File: config.mk
export PLATFORM = sky130hd
export DESIGN_NAME = alu_mdu_controller
export DESIGN_NICKNAME = d
export VERILOG_FILES = /design/src/rtl/alu_mdu_controller.sv
export SDC_FILE = /design/constraint.sdc
export NUM_CORES = 1
export LEC_CHECK = 0
export ABC_AREA = 1
export CAP_MARGIN = 10
export CORE_ASPECT_RATIO = 1.2
export CORE_MARGIN = 1.5
export CORE_UTILIZATION = 44
export CTS_BUF_LIST = sky130_fd_sc_hd__clkbuf_4 sky130_fd_sc_hd__clkbuf_8
export DETAILED_ROUTE_END_ITERATION = 10
export PLACE_DENSITY = 0.63
export RECOVER_POWER = 25
export SLEW_MARGIN = 20
export SYNTH_ARGS = -nofsm -noshare
export SYNTH_HDL_FRONTEND = slang
export SYNTH_SLANG_ARGS = --single-unit
File: constraint.sdc
create_clock -name clk -period 3.4 [get_ports clk]
set_input_delay 0.51 -clock clk [delete_from_list [all_inputs] [get_ports clk]]
set_output_delay 0.51 -clock clk [all_outputs]
set_load 0.01 [all_outputs]
File: src/rtl/alu_mdu_controller.sv
// ---------------------------------------------------------------------------
// alu_mdu_controller
//
// EX-stage control block for a MIPS-style integer pipeline.  It decodes the
// instruction fields into an ALU operation code, flags undecodable encodings,
// and owns the HI/LO register pair together with an iterative multiply/divide
// unit (one bit per cycle, DATA_W cycles per operation).
//
// Ports
//   clk          single clock, rising edge
//   rst_n        asynchronous active-low reset
//   valid_in     instruction in EX is valid
//   opcode       instruction bits [31:26]
//   funct        instruction bits [5:0]
//   rs_val       rs operand
//   rt_val       rt operand
//   flush        synchronous abort of an in-flight multiply/divide
//   alu_control  ALU operation code (combinational)
//   illegal_op   valid instruction with an undecodable opcode/funct
//   stall        hold request: MDU instruction while the MDU is busy
//   mdu_rdata    HI for MFHI, LO for MFLO, zero otherwise
//   mdu_busy     registered, high while a multiply/divide is running
//   mdu_done     registered, one-cycle pulse after HI/LO written by MDU op
// ---------------------------------------------------------------------------
module alu_mdu_controller #(
  parameter int DATA_W = 32,
  parameter int ALUC_W = 4
) (
  input  logic              clk,
  input  logic              rst_n,
  input  logic              valid_in,
  input  logic [5:0]        opcode,
  input  logic [5:0]        funct,
  input  logic [DATA_W-1:0] rs_val,
  input  logic [DATA_W-1:0] rt_val,
  input  logic              flush,
  output logic [ALUC_W-1:0] alu_control,
  output logic              illegal_op,
  output logic              stall,
  output logic [DATA_W-1:0] mdu_rdata,
  output logic              mdu_busy,
  output logic              mdu_done
);

  localparam int CNT_W = $clog2(DATA_W) + 1;

  localparam logic [1:0] S_IDLE = 2'd0;
  localparam logic [1:0] S_MUL  = 2'd1;
  localparam logic [1:0] S_DIV  = 2'd2;

  localparam logic [3:0] ALU_ADD  = 4'd0;
  localparam logic [3:0] ALU_SUB  = 4'd1;
  localparam logic [3:0] ALU_AND  = 4'd2;
  localparam logic [3:0] ALU_OR   = 4'd3;
  localparam logic [3:0] ALU_NOR  = 4'd4;
  localparam logic [3:0] ALU_SLT  = 4'd5;
  localparam logic [3:0] ALU_SLTU = 4'd6;
  localparam logic [3:0] ALU_XOR  = 4'd7;
  localparam logic [3:0] ALU_SLL  = 4'd8;
  localparam logic [3:0] ALU_SRL  = 4'd9;
  localparam logic [3:0] ALU_SRA  = 4'd10;
  localparam logic [3:0] ALU_LUI  = 4'd11;

  // Absolute value for signed operations; the most negative value maps to
  // its unsigned magnitude 2^(DATA_W-1), which still fits in DATA_W bits.
  function automatic logic [DATA_W-1:0] magnitude(
    input logic signed [DATA_W-1:0] v,
    input logic                     is_signed
  );
    if (is_signed && v[DATA_W-1]) magnitude = -v;
    else                          magnitude = v;
  endfunction

  function automatic logic [DATA_W-1:0] cond_neg_w(
    input logic [DATA_W-1:0] v,
    input logic              neg
  );
    cond_neg_w = neg ? -v : v;
  endfunction

  function automatic logic [2*DATA_W-1:0] cond_neg_2w(
    input logic [2*DATA_W-1:0] v,
    input logic                neg
  );
    cond_neg_2w = neg ? -v : v;
  endfunction

  logic [1:0]          state;
  logic [CNT_W-1:0]    cnt;
  logic [DATA_W-1:0]   hi;
  logic [DATA_W-1:0]   lo;
  // MUL: {partial product, remaining multiplier}; DIV: {remainder, quotient}
  logic [2*DATA_W-1:0] acc;
  // MUL: multiplicand magnitude; DIV: divisor magnitude
  logic [DATA_W-1:0]   opnd;
  logic [DATA_W-1:0]   rs_hold;
  logic                neg_q;
  logic                neg_r;
  logic                div_zero;

  logic                      legal;
  logic [3:0]                alu_code;
  logic                      is_special;
  logic                      mdu_instr;
  logic                      f_mfhi, f_mflo, f_mthi, f_mtlo;
  logic                      f_mul, f_div;
  logic                      op_signed;
  logic signed [DATA_W-1:0]  rs_s, rt_s;
  logic [DATA_W-1:0]         mag_rs, mag_rt;
  logic                      last;

  logic [DATA_W:0]           mul_sum;
  logic [2*DATA_W-1:0]       mul_next;
  logic [2*DATA_W-1:0]       mul_res;
  logic [DATA_W:0]           div_shift;
  logic [DATA_W:0]           div_diff;
  logic                      div_ge;
  logic [2*DATA_W-1:0]       div_next;
  logic [DATA_W-1:0]         div_q;
  logic [DATA_W-1:0]         div_r;

  // ALU decode
  always_comb begin
    alu_code = ALU_ADD;
    legal    = 1'b1;
    case (opcode)
      6'h00: begin
        case (funct)
          6'h20, 6'h21: alu_code = ALU_ADD;
          6'h22, 6'h23: alu_code = ALU_SUB;
          6'h24:        alu_code = ALU_AND;
          6'h25:        alu_code = ALU_OR;
          6'h26:        alu_code = ALU_XOR;
          6'h27:        alu_code = ALU_NOR;
          6'h2A:        alu_code = ALU_SLT;
          6'h2B:        alu_code = ALU_SLTU;
          6'h00:        alu_code = ALU_SLL;
          6'h02:        alu_code = ALU_SRL;
          6'h03:        alu_code = ALU_SRA;
          6'h10, 6'h11, 6'h12, 6'h13,
          6'h18, 6'h19, 6'h1A, 6'h1B: alu_code = ALU_ADD;
          default:      legal = 1'b0;
        endcase
      end
      6'h08, 6'h09: alu_code = ALU_ADD;
      6'h0C:        alu_code = ALU_AND;
      6'h0D:        alu_code = ALU_OR;
      6'h0E:        alu_code = ALU_XOR;
      6'h0A:        alu_code = ALU_SLT;
      6'h0B:        alu_code = ALU_SLTU;
      6'h0F:        alu_code = ALU_LUI;
      6'h23, 6'h2B: alu_code = ALU_ADD;
      6'h04, 6'h05: alu_code = ALU_SUB;
      default:      legal = 1'b0;
    endcase
  end

  assign alu_control = ALUC_W'(alu_code);
  assign illegal_op  = valid_in & ~legal;

  // MDU instruction classification
  assign is_special = (opcode == 6'h00);
  assign f_mfhi     = valid_in && is_special && (funct == 6'h10);
  assign f_mthi     = valid_in && is_special && (funct == 6'h11);
  assign f_mflo     = valid_in && is_special && (funct == 6'h12);
  assign f_mtlo     = valid_in && is_special && (funct == 6'h13);
  assign f_mul      = valid_in && is_special && ((funct == 6'h18) || (funct == 6'h19));
  assign f_div      = valid_in && is_special && ((funct == 6'h1A) || (funct == 6'h1B));
  assign mdu_instr  = f_mfhi | f_mthi | f_mflo | f_mtlo | f_mul | f_div;

  assign stall      = mdu_instr && (state != S_IDLE);
  assign mdu_rdata  = f_mfhi ? hi : (f_mflo ? lo : '0);

  // MULT/DIV are the signed variants (even funct), MULTU/DIVU unsigned
  assign op_signed  = ~funct[0];
  assign rs_s       = rs_val;
  assign rt_s       = rt_val;
  assign mag_rs     = magnitude(rs_s, op_signed);
  assign mag_rt     = magnitude(rt_s, op_signed);

  assign last       = (cnt == CNT_W'(DATA_W - 1));

  // One shift-add multiply step: add multiplicand into the upper half when
  // the current multiplier bit is set, then shift the whole word right.
  always_comb begin
    mul_sum  = {1'b0, acc[2*DATA_W-1:DATA_W]} + (acc[0] ? {1'b0, opnd} : '0);
    mul_next = {mul_sum, acc[DATA_W-1:1]};
    mul_res  = cond_neg_2w(mul_next, neg_q);
  end

  // One restoring-divide step: shift the next dividend bit into the
  // remainder and subtract the divisor when it fits.  The shifted value is
  // always below twice the divisor, so the difference fits in DATA_W bits.
  always_comb begin
    div_shift = acc[2*DATA_W-1:DATA_W-1];
    div_diff  = div_shift - {1'b0, opnd};
    div_ge    = (div_shift >= {1'b0, opnd});
    if (div_ge) div_next = {div_diff[DATA_W-1:0],  acc[DATA_W-2:0], 1'b1};
    else        div_next = {div_shift[DATA_W-1:0], acc[DATA_W-2:0], 1'b0};
    div_q = cond_neg_w(div_next[DATA_W-1:0], neg_q);
    div_r = cond_neg_w(div_next[2*DATA_W-1:DATA_W], neg_r);
  end

  // MDU sequencer and HI/LO
  always_ff @(posedge clk or negedge rst_n) begin
    if (!rst_n) begin
      state    <= S_IDLE;
      cnt      <= '0;
      hi       <= '0;
      lo       <= '0;
      acc      <= '0;
      opnd     <= '0;
      rs_hold  <= '0;
      neg_q    <= 1'b0;
      neg_r    <= 1'b0;
      div_zero <= 1'b0;
      mdu_busy <= 1'b0;
      mdu_done <= 1'b0;
    end else begin
      mdu_done <= 1'b0;
      if (flush) begin
        // abort wins over any start, write or completion this cycle
        state    <= S_IDLE;
        cnt      <= '0;
        mdu_busy <= 1'b0;
      end else begin
        case (state)
          S_IDLE: begin
            if (f_mul) begin
              state    <= S_MUL;
              cnt      <= '0;
              acc      <= {{DATA_W{1'b0}}, mag_rt};
              opnd     <= mag_rs;
              rs_hold  <= rs_val;
              neg_q    <= op_signed & (rs_val[DATA_W-1] ^ rt_val[DATA_W-1]);
              neg_r    <= 1'b0;
              div_zero <= 1'b0;
              mdu_busy <= 1'b1;
            end else if (f_div) begin
              state    <= S_DIV;
              cnt      <= '0;
              acc      <= {{DATA_W{1'b0}}, mag_rs};
              opnd     <= mag_rt;
              rs_hold  <= rs_val;
              neg_q    <= op_signed & (rs_val[DATA_W-1] ^ rt_val[DATA_W-1]);
              neg_r    <= op_signed & rs_val[DATA_W-1];
              div_zero <= (rt_val == '0);
              mdu_busy <= 1'b1;
            end else if (f_mthi) begin
              hi <= rs_val;
            end else if (f_mtlo) begin
              lo <= rs_val;
            end
          end
          S_MUL: begin
            acc <= mul_next;
            cnt <= cnt + CNT_W'(1);
            if (last) begin
              hi       <= mul_res[2*DATA_W-1:DATA_W];
              lo       <= mul_res[DATA_W-1:0];
              state    <= S_IDLE;
              mdu_busy <= 1'b0;
              mdu_done <= 1'b1;
            end
          end
          S_DIV: begin
            acc <= div_next;
            cnt <= cnt + CNT_W'(1);
            if (last) begin
              // divide by zero reports all-ones quotient and the dividend
              hi       <= div_zero ? rs_hold : div_r;
              lo       <= div_zero ? '1      : div_q;
              state    <= S_IDLE;
              mdu_busy <= 1'b0;
              mdu_done <= 1'b1;
            end
          end
          default: begin
            state    <= S_IDLE;
            mdu_busy <= 1'b0;
          end
        endcase
      end
    end
  end

endmodule

==> results of run 1 <==
## logic make-up (layout without fill, tap and decap cells)
family          Yosys count  count (layout)  synth area share
buf+inv                 694            1482             0.124
mux                       2               2          0.000918
fa+ha+maj                75              75            0.0437
other cells               0               4                 0
compound gates          774             774             0.201
xor+xnor                104             104            0.0417
simple gates           1809            1810             0.354
flops                   205             205             0.235
## layout by cell type (no fill, tap or decap), types with 25 or more instances in the layout
master and instances:
nand2_4 51, buf_4 695, nand3_2 54, clkdlybuf4s50_1 86, xor2_1 66, o21ai_1 45, inv_2 68, nor2_4 44
o21ai_2 25, dfrtp_1 190, a31oi_1 25, o22ai_1 58, nand4_1 31, nor2_1 386, inv_1 471, o21ai_0 251
nand2_1 678, nor3_1 47, dlymetal6s2s_1 29, buf_6 35, nand3_1 215, a21oi_2 42, nor2_2 59, nand2_2 173
o211ai_1 28, ha_4 53, a21oi_1 192, clkbuf_8 44
## flip-flops by register name, indices dropped and copies added (netlist names), 2 cells and up
register,flops
rs_hold,32
state,2
hi,32
cnt,6
acc,64
lo,32
opnd,32
## worst max-delay path by stage
stage / start / slack [ns] / depth (start not counted) / to
floorplan: acc[0]$_DFFE_PN0P_ / 0.09 / 27 / hi[29]$_DFFE_PN0P_
global placement: opnd[0]$_DFFE_PN0P_ / -0.44 / 26 / hi[29]$_DFFE_PN0P_
detailed placement: acc[0]$_DFFE_PN0P_ / -0.47 / 25 / hi[29]$_DFFE_PN0P_
CTS: opcode[5] / -0.03 / 10 / mdu_rdata[0]
global route: acc[0]$_DFFE_PN0P_ / -0.35 / 24 / hi[30]$_DFFE_PN0P_
finish: acc[0]$_DFFE_PN0P_ / -0.07 / 24 / hi[31]$_DFFE_PN0P_
## report_power, final
part	switching (W)	internal (W)
registers	0.000287	0.00272
logic	0.00355	0.00264
clock network	0.00128	0.00143
## worst min-delay path: cells and delay by family, from the launching register on
family,cells,cell delay (ns)
flip-flops,1,0.34
AO/OA/AOI/OAI,1,0.06
buffers and inverters,1,0.05
## metrics by stage
stage | total power (W) | setup WS (ns)
final | 0.0119 | -0.0710
after global routing | 0.0124 | -0.351
after CTS | 0.0107 | -0.0307
after detailed placement | 0.00775 | -0.474
after global placement | 0.00776 | -0.439
after floorplan | 0.00520 | 0.0930
## final cells by class
| type | instances | area (um2) | share of cell area |
|---|---|---|---|
| Tap cell | 637 | 797 | 0.0241 |
| Clock inverter | 14 | 134 | 0.00404 |
| Multi-Input combinational cell | 2765 | 17000 | 0.514 |
| Clock buffer | 52 | 666 | 0.0201 |
| Antenna cell | 4 | 10.0 | 0.000302 |
| Timing Repair Buffer | 871 | 7280 | 0.220 |
| Sequential cell | 205 | 5150 | 0.155 |
| Inverter | 545 | 2060 | 0.0621 |
## layer usage
layer	part of all wire	GRT usage	up-vias
li1	-	-	13507
met1	0.36	0.509	13444
met2	0.44	0.682	1666
met3	0.094	0.0859	530
met4	0.11	0.382	4
met5	0.00025	0	-
## timing repair
item	in CTS	in global routing
gates cloned	1	4
endpoints found under the hold margin	81	0
setup endpoints to repair	59	93
buffers inserted	15	65
gates resized for setup	177	662
pin swaps	48	244
hold buffers	1	0
==> impl_metrics.yaml, run 1 <==
synthesis:
  synth_seq_area_share: 0.235
  netlist_area_um2: 21800
  synth.most_common_cell: "nand2_1"
  synthArstFlopShare: 1.00
  yosys.area.top_type: "dfrtp_1"
  synthTopCellsByCount: "865 x nand2_1, 525 x inv_1, 463 x nor2_1"
  synth_nets: 3818
  ys.flop_type: "dfrtp_1"
  syn_inst: 3663
  ys_ff_latch: 205
  yosysWarnings: 0
  yosys-top-cells-area: "dfrtp_1 24%, nand2_1 15%, inv_1 9.0%, nor2_1 8.0%, o21ai_0 6.9%"
  synth-edff-count: 0
  ys_types: 59
  synth_area_per_cell_um2: 5.96
  synth_top_area_frac: 0.235
global_route:
  grt_pass1_wl_mm: 164
  grt_pass1_vias: 26846
  overflow: 0
  antenna_found_initial: 6
  grt_usage: 0.437
  grt_start_max_net_pins: 87
timing:
  period_minus_slack_ns: 3.47
  fin_hold_ws_ns: 0.480
  period_share: 1.02
  fin_ws_ns: -0.0710
  relSlewSlack: -0.705
  tns_ns: -0.424
  maxSlewViolCount: 86
  grt_setup_unrepaired: "yes"
  setup_viol_count_final: 12
  tightest_slew_ns: 2.56
  max_freq_mhz: 288
  final.setup_skew_ns: 0.0544
  hold_violations: 0
setup_path:
  cp.buffers_inverters: 5
  cp_data_arrival_time_ns: 4.02
  startpoint_type: "flip-flop"
  reg2reg_depth: 24
  crit_type: "reg2reg"
  critical_path.top_delay_family: "simple AND/OR/NAND/NOR gates"
  path_cells: "buf_6, nand2_1, inv_2, ha_4, buf_4, nand2_4, nor2_4, nand2_1, o211ai_1, buf_4, xnor2_4, nand2_2, nor3_4, nand2_2, nor2_4, buf_6, nand2_2, nor2_2, nand3_2, nand3_2, nand3_2, nand2_2, nand2_2, a21oi_2"
  ff2ff_setup_slack_ns: -0.07
  crit_required_ns: 3.95
  timing.rr.end: "hi[31]$_DFFE_PN0P_"
  cp-end-kind: "flip-flop"
  slowest_delay_ns: 0.46
  cp_max_fo: 5
  cp_slowest_cell: "dfrtp_2"
  r2r-start: "acc[0]$_DFFE_PN0P_"
  cpMostUsedCell: "nand2_2"
status:
  violations: "capacitance limit, slew limit, setup timing"
  status: "finished with violations"
power_and_ir_drop:
  leakagePower_nw: 17.3
  powerDensity_nw_per_um2: 360
  ir_drop_uv: 309
route:
  ant_nets: 0
  wirelength_mm: 116
  avgRoutedWirePerCell_um: 22.8
  vias: 29151
  drt-vias-per-instance: 5.72
  drtPass1Iterations: 6
  drc: 0
  drt_iter0_drc: 3337
clocking:
  cts_inserted_buffers: 39
  clk_pin_slew_ns: 0.06
  cts-root-buf: "clkbuf_8"
  cts_max_level: 2
  insertion_delay_ns: 0.65
  cts_tree: "yes"
  ctsLongestPathBuffers: 3
  cts_sinks: 205
worst_hold_path:
  min-delay-start: "rs_hold[13]$_DFFE_PN0P_"
  min_path_cells: 2
  hold_class: "reg2reg"
  hold_end: "rs_hold[13]$_DFFE_PN0P_"
placement:
  gp_congestion: 1.08
  portBuffers: 119
  placed_cell_area_um2: 28400
  dp_hpwl_mm: 87.7
  dpl.cell_count: 4941
layout:
  stdcell_count: 5093
  nets: 4582
  final_core_util: 0.674
  final_cell_area_um2: 33100
  syn_to_final_growth_pct: 51.8
  drive_gt1_frac: 0.338
  fillers: 4327
die:
  die_h_um: 247
  start_util: 0.444
  placementRows: 89
  die_area_um2: 50900
  fp.dieW_um: 206
  core_region_area_um2: 49100
  pin_count: 120
run:
  drv_cap: 1
Note: power is estimated with default switching activity, not from simulation.
==> run 2: changes to the inputs <==
--- a/config.mk
+++ b/config.mk
@@ -12,6 +12,7 @@
 export CORE_UTILIZATION = 44
 export CTS_BUF_LIST = sky130_fd_sc_hd__clkbuf_4 sky130_fd_sc_hd__clkbuf_8
 export DETAILED_ROUTE_END_ITERATION = 10
+export HOLD_SLACK_MARGIN = 0.08
 export PLACE_DENSITY = 0.63
 export RECOVER_POWER = 25
 export SLEW_MARGIN = 20
==> results of run 2 <==
Final layout, timing and power as in run 1 (identical DEF).
